==> config.mk <==
export PLATFORM = sky130hd
export DESIGN_NAME = lns_accum_sequencer
export DESIGN_NICKNAME = d
export VERILOG_FILES = /design/src/rtl/lns_accum_sequencer.sv
export SDC_FILE = /design/constraint.sdc
export NUM_CORES = 1
export LEC_CHECK = 0
export ABC_CLOCK_PERIOD_IN_PS = 2570
export CORE_MARGIN = 2
export CORE_UTILIZATION = 44
export CTS_CLUSTER_SIZE = 10
export DETAILED_ROUTE_END_ITERATION = 8
export PLACE_DENSITY = 0.82
export SLEW_MARGIN = 15
export SYNTH_ARGS = -nofsm -noshare
export SYNTH_HDL_FRONTEND = slang
export SYNTH_SLANG_ARGS = --single-unit
==> constraint.sdc <==
create_clock -name clk -period 2.57 [get_ports clk]
set_input_delay 0.3855 -clock clk [delete_from_list [all_inputs] [get_ports clk]]
set_output_delay 0.3855 -clock clk [all_outputs]
set_load 0.03 [all_outputs]
==> src/rtl/lns_accum_sequencer.sv <==
// ---------------------------------------------------------------------------
// lns_accum_sequencer
//
// Reduces a stream of signed LNS operands (two's-complement log magnitude plus
// sign bit) to one LNS sum. It uses a single external combinational LNS adder
// (logAddition_nonUniform). This block drives the adder's X/Y/Sx/Sy inputs.
// It also holds the running accumulator and sequences the operand and result
// handshakes.
//
// Flow:
//   - start with len == 0 goes straight to DONE with an exact-zero result.
//   - Otherwise the first operand is loaded into the accumulator as-is.
//   - Each later operand is added to the accumulator through the adder.
//
// Optional build macro:
//   LNS_ACC_REG_EN
//     Registers the adder result before it reaches the accumulator. This cuts
//     the long combinational path through the adder. Each ACCUM handshake is
//     followed by one WAIT cycle (in_ready low), so accumulation runs at one
//     operand per two cycles. FIRST is unaffected.
//   Undefined (default)
//     No pipe register. Throughput is one operand per cycle.
//
// FRAC only documents the fixed-point position of the log magnitude. The
// sequencer never interprets the value.
// ---------------------------------------------------------------------------
module lns_accum_sequencer #(
  parameter int BIT_SIZE = 18,
  parameter int FRAC     = 9,
  parameter int LEN_W    = 8
) (
  input  logic                clk,
  input  logic                rst_n,
  // reduction control
  input  logic                start,
  input  logic [LEN_W-1:0]    len,
  // operand stream
  input  logic                in_valid,
  output logic                in_ready,
  input  logic [BIT_SIZE-1:0] in_x,
  input  logic                in_sx,
  // external LNS adder
  output logic [BIT_SIZE-1:0] add_x,
  output logic                add_sx,
  output logic [BIT_SIZE-1:0] add_y,
  output logic                add_sy,
  input  logic [BIT_SIZE-1:0] add_z,
  input  logic                add_sz,
  // result stream
  output logic                out_valid,
  input  logic                out_ready,
  output logic [BIT_SIZE-1:0] out_z,
  output logic                out_sz,
  output logic                out_zero,
  output logic                busy
);

  // A fractional field as wide as the word leaves no integer bit for the log.
  if (FRAC < 0 || FRAC >= BIT_SIZE) begin : g_frac_check
    $error("lns_accum_sequencer: FRAC must lie in [0, BIT_SIZE-1]");
  end

`ifdef LNS_ACC_REG_EN
  typedef enum logic [2:0] {
    S_IDLE  = 3'd0,
    S_FIRST = 3'd1,
    S_ACCUM = 3'd2,
    S_WAIT  = 3'd3,
    S_DONE  = 3'd4
  } state_e;
`else
  typedef enum logic [2:0] {
    S_IDLE  = 3'd0,
    S_FIRST = 3'd1,
    S_ACCUM = 3'd2,
    S_DONE  = 3'd4
  } state_e;
`endif

  localparam logic [LEN_W-1:0] CNT_ONE = LEN_W'(1);

  state_e              state_q;
  logic [BIT_SIZE-1:0] acc_q;        // running log magnitude
  logic                acc_s_q;      // running sign
  logic [LEN_W-1:0]    cnt_q;        // operands still to accept
  logic                in_ready_q;
  logic                out_valid_q;
  logic [BIT_SIZE-1:0] out_z_q;
  logic                out_sz_q;
  logic                out_zero_q;
  logic                busy_q;
`ifdef LNS_ACC_REG_EN
  logic [BIT_SIZE-1:0] pipe_z_q;     // registered adder result
  logic                pipe_s_q;
`endif

  logic in_hs;
  logic out_hs;

  // in_ready_q is only ever high in FIRST/ACCUM, so in_valid elsewhere is ignored.
  assign in_hs  = in_valid & in_ready_q;
  assign out_hs = out_valid_q & out_ready;

  // Adder operands: accumulator on X, incoming operand on Y, no registering.
  assign add_x  = acc_q;
  assign add_sx = acc_s_q;
  assign add_y  = in_x;
  assign add_sy = in_sx;

  assign in_ready  = in_ready_q;
  assign out_valid = out_valid_q;
  assign out_z     = out_z_q;
  assign out_sz    = out_sz_q;
  assign out_zero  = out_zero_q;
  assign busy      = busy_q;

  // Sequencer FSM. Every output is registered and set together with the state
  // it belongs to. The outputs therefore never glitch and change exactly on
  // state entry.
  // NOTE: every assignment here is non-blocking. Each register samples
  // pre-edge values, so the order of statements within a branch cannot
  // change the result.
  always_ff @(posedge clk or negedge rst_n) begin
    if (!rst_n) begin
      state_q     <= S_IDLE;
      acc_q       <= '0;
      acc_s_q     <= 1'b0;
      cnt_q       <= '0;
      in_ready_q  <= 1'b0;
      out_valid_q <= 1'b0;
      out_z_q     <= '0;
      out_sz_q    <= 1'b0;
      out_zero_q  <= 1'b0;
      busy_q      <= 1'b0;
`ifdef LNS_ACC_REG_EN
      pipe_z_q    <= '0;
      pipe_s_q    <= 1'b0;
`endif
    end else begin
      case (state_q)
        // Wait for start. len is only looked at together with start.
        S_IDLE: begin
          if (start) begin
            busy_q <= 1'b1;
            if (len == '0) begin
              // Empty reduction: exact zero, no operands requested.
              state_q     <= S_DONE;
              out_valid_q <= 1'b1;
              out_zero_q  <= 1'b1;
              out_z_q     <= '0;
              out_sz_q    <= 1'b0;
            end else begin
              state_q    <= S_FIRST;
              cnt_q      <= len;
              in_ready_q <= 1'b1;
            end
          end
        end

        // The first operand seeds the accumulator directly. Adding it to a
        // zero accumulator is avoided because LNS has no exact zero.
        S_FIRST: begin
          if (in_hs) begin
            acc_q   <= in_x;
            acc_s_q <= in_sx;
            cnt_q   <= cnt_q - CNT_ONE;
            if (cnt_q == CNT_ONE) begin
              state_q     <= S_DONE;
              in_ready_q  <= 1'b0;
              out_valid_q <= 1'b1;
              out_z_q     <= in_x;
              out_sz_q    <= in_sx;
            end else begin
              state_q <= S_ACCUM;
            end
          end
        end

        // Fold each accepted operand into the accumulator through the adder.
        // The count only moves on a handshake and the state exits at 1, so
        // the counter never wraps even for the largest len.
        S_ACCUM: begin
          if (in_hs) begin
            cnt_q <= cnt_q - CNT_ONE;
`ifdef LNS_ACC_REG_EN
            pipe_z_q   <= add_z;
            pipe_s_q   <= add_sz;
            in_ready_q <= 1'b0;
            state_q    <= S_WAIT;
`else
            acc_q   <= add_z;
            acc_s_q <= add_sz;
            if (cnt_q == CNT_ONE) begin
              state_q     <= S_DONE;
              in_ready_q  <= 1'b0;
              out_valid_q <= 1'b1;
              out_z_q     <= add_z;
              out_sz_q    <= add_sz;
            end
`endif
          end
        end

`ifdef LNS_ACC_REG_EN
        // Move the registered sum into the accumulator. cnt_q was already
        // decremented on the handshake, so zero here means that was the last
        // operand.
        S_WAIT: begin
          acc_q   <= pipe_z_q;
          acc_s_q <= pipe_s_q;
          if (cnt_q == '0) begin
            state_q     <= S_DONE;
            out_valid_q <= 1'b1;
            out_z_q     <= pipe_z_q;
            out_sz_q    <= pipe_s_q;
          end else begin
            state_q    <= S_ACCUM;
            in_ready_q <= 1'b1;
          end
        end
`endif

        // Hold the result until the consumer takes it, then go idle.
        S_DONE: begin
          if (out_hs) begin
            state_q     <= S_IDLE;
            out_valid_q <= 1'b0;
            out_zero_q  <= 1'b0;
            busy_q      <= 1'b0;
          end
        end

        default: begin
          state_q     <= S_IDLE;
          in_ready_q  <= 1'b0;
          out_valid_q <= 1'b0;
          out_zero_q  <= 1'b0;
          busy_q      <= 1'b0;
        end
      endcase
    end
  end

endmodule

**Word-level counts from Yosys, hierarchy flattened**

Cells that the tools add are included.
W data, S select, Z words.

- Output and inout port bits: 61
- Logic and storage cells: 89
- Register bits after elaboration: 53

- Reduce and logical (&&, ||, !) cells: 14
- Add/sub/neg operators: 1
- Bitwise gates (word level): 4
- Multiplexer cells: 46
- Equality and inequality tests: 14

Operators by type and width:

| operator | number |
|---|---|
| $mux W18 | 8 |
| $pmux W18 S3 | 1 |
| $pmux W18 S2 | 1 |
| $mux W8 | 3 |
| $mux W3 | 7 |
| $mux W1 | 18 |
| $ne A2 B2 Y1 const B | 8 |
| $pmux W8 S2 | 1 |
| $pmux W1 S3 | 5 |
| $reduce_and A5 Y1 | 3 |
| $pmux W3 S4 | 1 |
| $eq A8 B1 Y1 const B | 1 |
| $logic_not A8 Y1 | 1 |
| $reduce_and A4 Y1 | 2 |
| $sub A8 B1 Y8 const B | 1 |
| $reduce_and A7 Y1 | 1 |
| $reduce_and A3 Y1 | 2 |
| $ne A2 B1 Y1 const B | 2 |
| $reduce_bool A2 Y1 | 2 |
| $eq A3 B1 Y1 const B | 1 |
| $eq A3 B2 Y1 const B | 1 |
| $eq A3 B3 Y1 const B | 1 |
| $logic_not A3 Y1 | 1 |
| $reduce_bool A3 Y1 | 1 |
| other kinds (4) | 6 |

**Logic depth before layout (Yosys ltp)**

- Depth after elaboration: 4
- Gate-level depth with buffers: 7
- Gate-level depth less buffers: 6

**Worst setup path after synthesis**

OpenSTA, ideal clock, no wires.

- Kind: flip-flop to flip-flop
- Start point: register state_q[1]
- End point: register out_sz_q (netlist: out_sz)
- Arrival: 1711 ps
- Path buffers: 3
- Clock period less this slack: 1838 ps
- Path slack: 732 ps
- Stages on the path, launching flop included: 8
- Cells stage by stage: dfrtp_1 buf_6 or2_1 buf_6 nand2_1 mux2i_1 buf_4 mux2_1

- Longest elaborated chain between the ends: 3
- Elaborated cells between the ends (all ways): 12
- Those cells by class: 8 x eq/ne; 1 x mux; 3 x reduce/logical

RTL lines:

| element | line | source |
|---|---|---|
| from (decl) | 82 | `state_e state_q;` |
| from (signal assigned) | 125 | `state_q <= S_IDLE;` |
| from (signal assigned) | 147 | `state_q <= S_DONE;` |
| from (signal assigned) | 153 | `state_q <= S_FIRST;` |
| $eq A3 B1 Y1, or another cell as far along | 140 | `case (state_q)` |
| $ne A2 B2 Y1 (no line) / $reduce_bool A3 Y1 (equally long branches) | -- |  |
| $reduce_and A7 Y1 (no line) | -- |  |
| to (signal assigned) | 172 | `out_sz_q <= in_sx;` |
| to (signal assigned) | 198 | `out_sz_q <= add_sz;` |
| to (decl) | 89 | `logic out_sz_q;` |

Several ways; a longest one is shown, not always the timed one.
A chain may end at the register's enable or synchronous reset.

**Final worst setup path**

- Start point: input len[0]
- End point: register out_z_q[9] (netlist: out_z[9])

- Longest elaborated chain between the ends: 3

RTL lines:

| element | line | source |
|---|---|---|
| from (decl) | 36 | `input logic [LEN_W-1:0] len,` |
| $logic_not A8 Y1 | 145 | `if (len == '0) begin` |
| $ne A2 B2 Y1 (no line) | -- |  |
| $reduce_and A7 Y1 (no line) | -- |  |
| to (signal assigned) | 171 | `out_z_q <= in_x;` |
| to (signal assigned) | 197 | `out_z_q <= add_z;` |
| to (decl) | 88 | `logic [BIT_SIZE-1:0] out_z_q;` |

Every way passes these cells.

==> impl_metrics.toml <==
[outcome]
outcome = "complete, but fails checks"
violations = "DRC"

[timing]
max_slew_margin_pct = 52.8
drv_slew = 0
setup_ws_ns = 0.531
worst_clock_skew_ns = 0.0106
fmax_mhz = 490
final.setup.tns_ns = 0
hold_viol = 0
finalCritPeriodShare_pct = 79.4
tightest_slew_ns = 0.708
setup_viol = 0
rsz0062_at_grt = "false"
layout_min_cycle_time_ns = 2.04

[place]
place.gp.congestion = 0.857
dpl.hpwl_um = 5580
placed_cell_area_um2 = 4030
port_buffers = 111
pre_cts_slack_ns = 0.196

[floorplanning]
dieArea_um2 = 7370
die_w_um = 85.9
core_um2 = 6420
fp-row-count = 29
boundaryPins = 112
die_y_um = 85.9
initial_core_util_pct = 45.9

[clock_tree]
cts-root-buf = "clkbuf_8"
cts_hold_buf = 0
clock_sinks = 53
htree_levels = 2
cts_tree = "yes"
cts_made_buffers = 5
cts_setup_buffers = 0
cts_resized = 0
clk_pin_slew_ns = 0.09
clockBufferDepth = 2
insertion_delay_ns = 0.30

[pwr]
power_density_nw_per_um2 = 1040
p_leak_nw = 1.76
vdd_drop_max_mv = 0.556
finalPower_mw = 4.31

[routing]
firstDrtPassIters = 6
wl_um = 7550
final_antenna_net_count = 0
drt_iter0_markers = 95
drc_errors = 4
vias = 2492
vias_per_cell = 5.63
wl_per_cell_um = 17.0

[finish]
final_area_um2 = 4150
fill_cells = 547
drive_gt1_share_pct = 11.2
syn_to_final_growth_pct = 40.6
nets = 418
diodes = 0

[synth]
yosysSeqAreaShare_pct = 45.0
ys_async_sr_fraction_pct = 100
ys.flop_type = "dfrtp_1"
ys_seq_elements = 53
syn_area_um2 = 2950
synth-edff-count = 0
syn-mean-instance-area_um2 = 10.9
synth_top_cell_area_share_pct = 45.0
ys_top_cells_by_area = "dfrtp_1 (45%), mux2i_1 (7.1%), mux2_1 (6.9%), buf_4 (5.9%), a22o_1 (5.6%)"
synth_area_leader_cell = "dfrtp_1"
synth_commonest_cells = "dfrtp_1 (53), a21oi_1 (27), nor2_1 (26), buf_4 (23), mux2i_1 (21)"
synthDistinctLibCells = 48
syn_nets = 324
ys_warn_count = 0
syn_inst = 271
synth_most_common_cell = "dfrtp_1"

[worst_setup_path]
crit_buf_inv = 2
path_class = "in -> reg"
max_stage_delay_ns = 0.46
crit_chain = "clkdlybuf4s50_1 -> nor4_4 -> nand4_1 -> mux2i_2 -> buf_12 -> mux2_1"
cp_slowest_cell = "clkdlybuf4s50_1"
crit_required_ns = 2.75
critical_path.top_delay_family = "buffers and inverters"
cp-end-kind = "flop"
crit_arrival_ns = 2.22
cp-start-kind = "input pin"
cp_max_fo = 21

[grt]
grt_util_all_layers_pct = 20.9
antenna_found_initial = 0
grt_max_degree = 39
grt_overflow = 0
grt_pass1_wl_um = 12200
grt_pass1_vias = 2584

[job]
cap_violations = 0

[min_path]
holdCritPathClass = "in -> async"
[placed cells by master (no fill, tap or decap), drive strengths merged, types with 4 or more instances in the layout]
| master | n |
|---|---|
| nor2 | 27 |
| o22a | 4 |
| nand2 | 4 |
| o2bb2ai | 5 |
| clkdlybuf4s50 | 110 |
| nor4 | 4 |
| dfrtp | 53 |
| inv | 5 |
| a21oi | 27 |
| clkbuf | 6 |
| buf | 12 |
| a31oi | 4 |
| o21ai | 4 |
| mux2 | 20 |
| nor3 | 7 |
| a21o | 4 |
| a22o | 19 |
| mux2i | 21 |
[final cells by class]
cell class	instances	area (um2)	share of cell area, %
Tap cell	77	96.3	2.32
Multi-Input combinational cell	178	1380	33.4
Timing Repair Buffer	122	1200	29.0
Sequential cell	53	1330	32.0
Clock buffer	6	82.6	1.99
Clock inverter	2	37.5	0.906
Inverter	5	18.8	0.453
[path summary, 6_finish.rpt]
check,startpoint,end,slack [ns],cells past startpoint
hold / removal,rst_n,busy,0.12,1
setup / recovery,len[0],out_z[9],0.53,6
hold reg to reg,out_z[12],out_z[12],0.50,1
max in group asynchronous,rst_n,add_x[12],1.79,2
min in group clk,out_z[12],out_z[12],0.50,1
setup reg to reg,state_q[2],add_x[14],0.56,6
[cells by family after synthesis]
logic type	after synthesis	synth area share [%]
and+or+nand+nor	55	10.8
adders and majority gates	2	0.849
DFF	53	45.0
buffers and inverters	40	8.66
AOI/OAI and AO/OA	80	19.8
muxes	41	14.9
[power by group]
group          internal [mW]  switching, mW
sequential              1.11          0.219
combinational           1.05           1.34
clock                  0.317          0.279
total                   2.47           1.84
[per-layer routing]
layer | part of all wire, % | GRT usage [%] | up-vias
li1 | - | - | 1168
met1 | 42 | 25.1 | 1228
met2 | 49 | 36.1 | 88
met3 | 8.2 | 7.12 | 8
met4 | 0.99 | 5.05 | 0
met5 | 0 | 0 | -
[worst register-to-register path, stage by stage (launching register included)]
cell	delay, ns
dfrtp_1	0.39
buf_4	0.20
a21o_2	0.25
nor3_4	0.48
buf_4	0.39
nor2_1	0.10
a21oi_1	0.13
[sequential cells by signal, indices dropped and copies added (netlist names)]
name / count
state_q: 3
add_sx: 1
out_sz: 1
out_valid: 1
out_z: 18
cnt_q: 8
in_ready: 1
out_zero: 1
add_x: 18
busy: 1
[through the flow]
stage	cells	hold WS (ns)	utilization, %
after global routing	443	0.154	64.5
after global placement	435	0.467	62.7
after floorplan	271	0.0899	-
after CTS	443	0.144	64.5
after detailed placement	435	0.478	62.7
final	443	0.122	64.5
No activity file was read; power rests on OpenSTA's default activity.
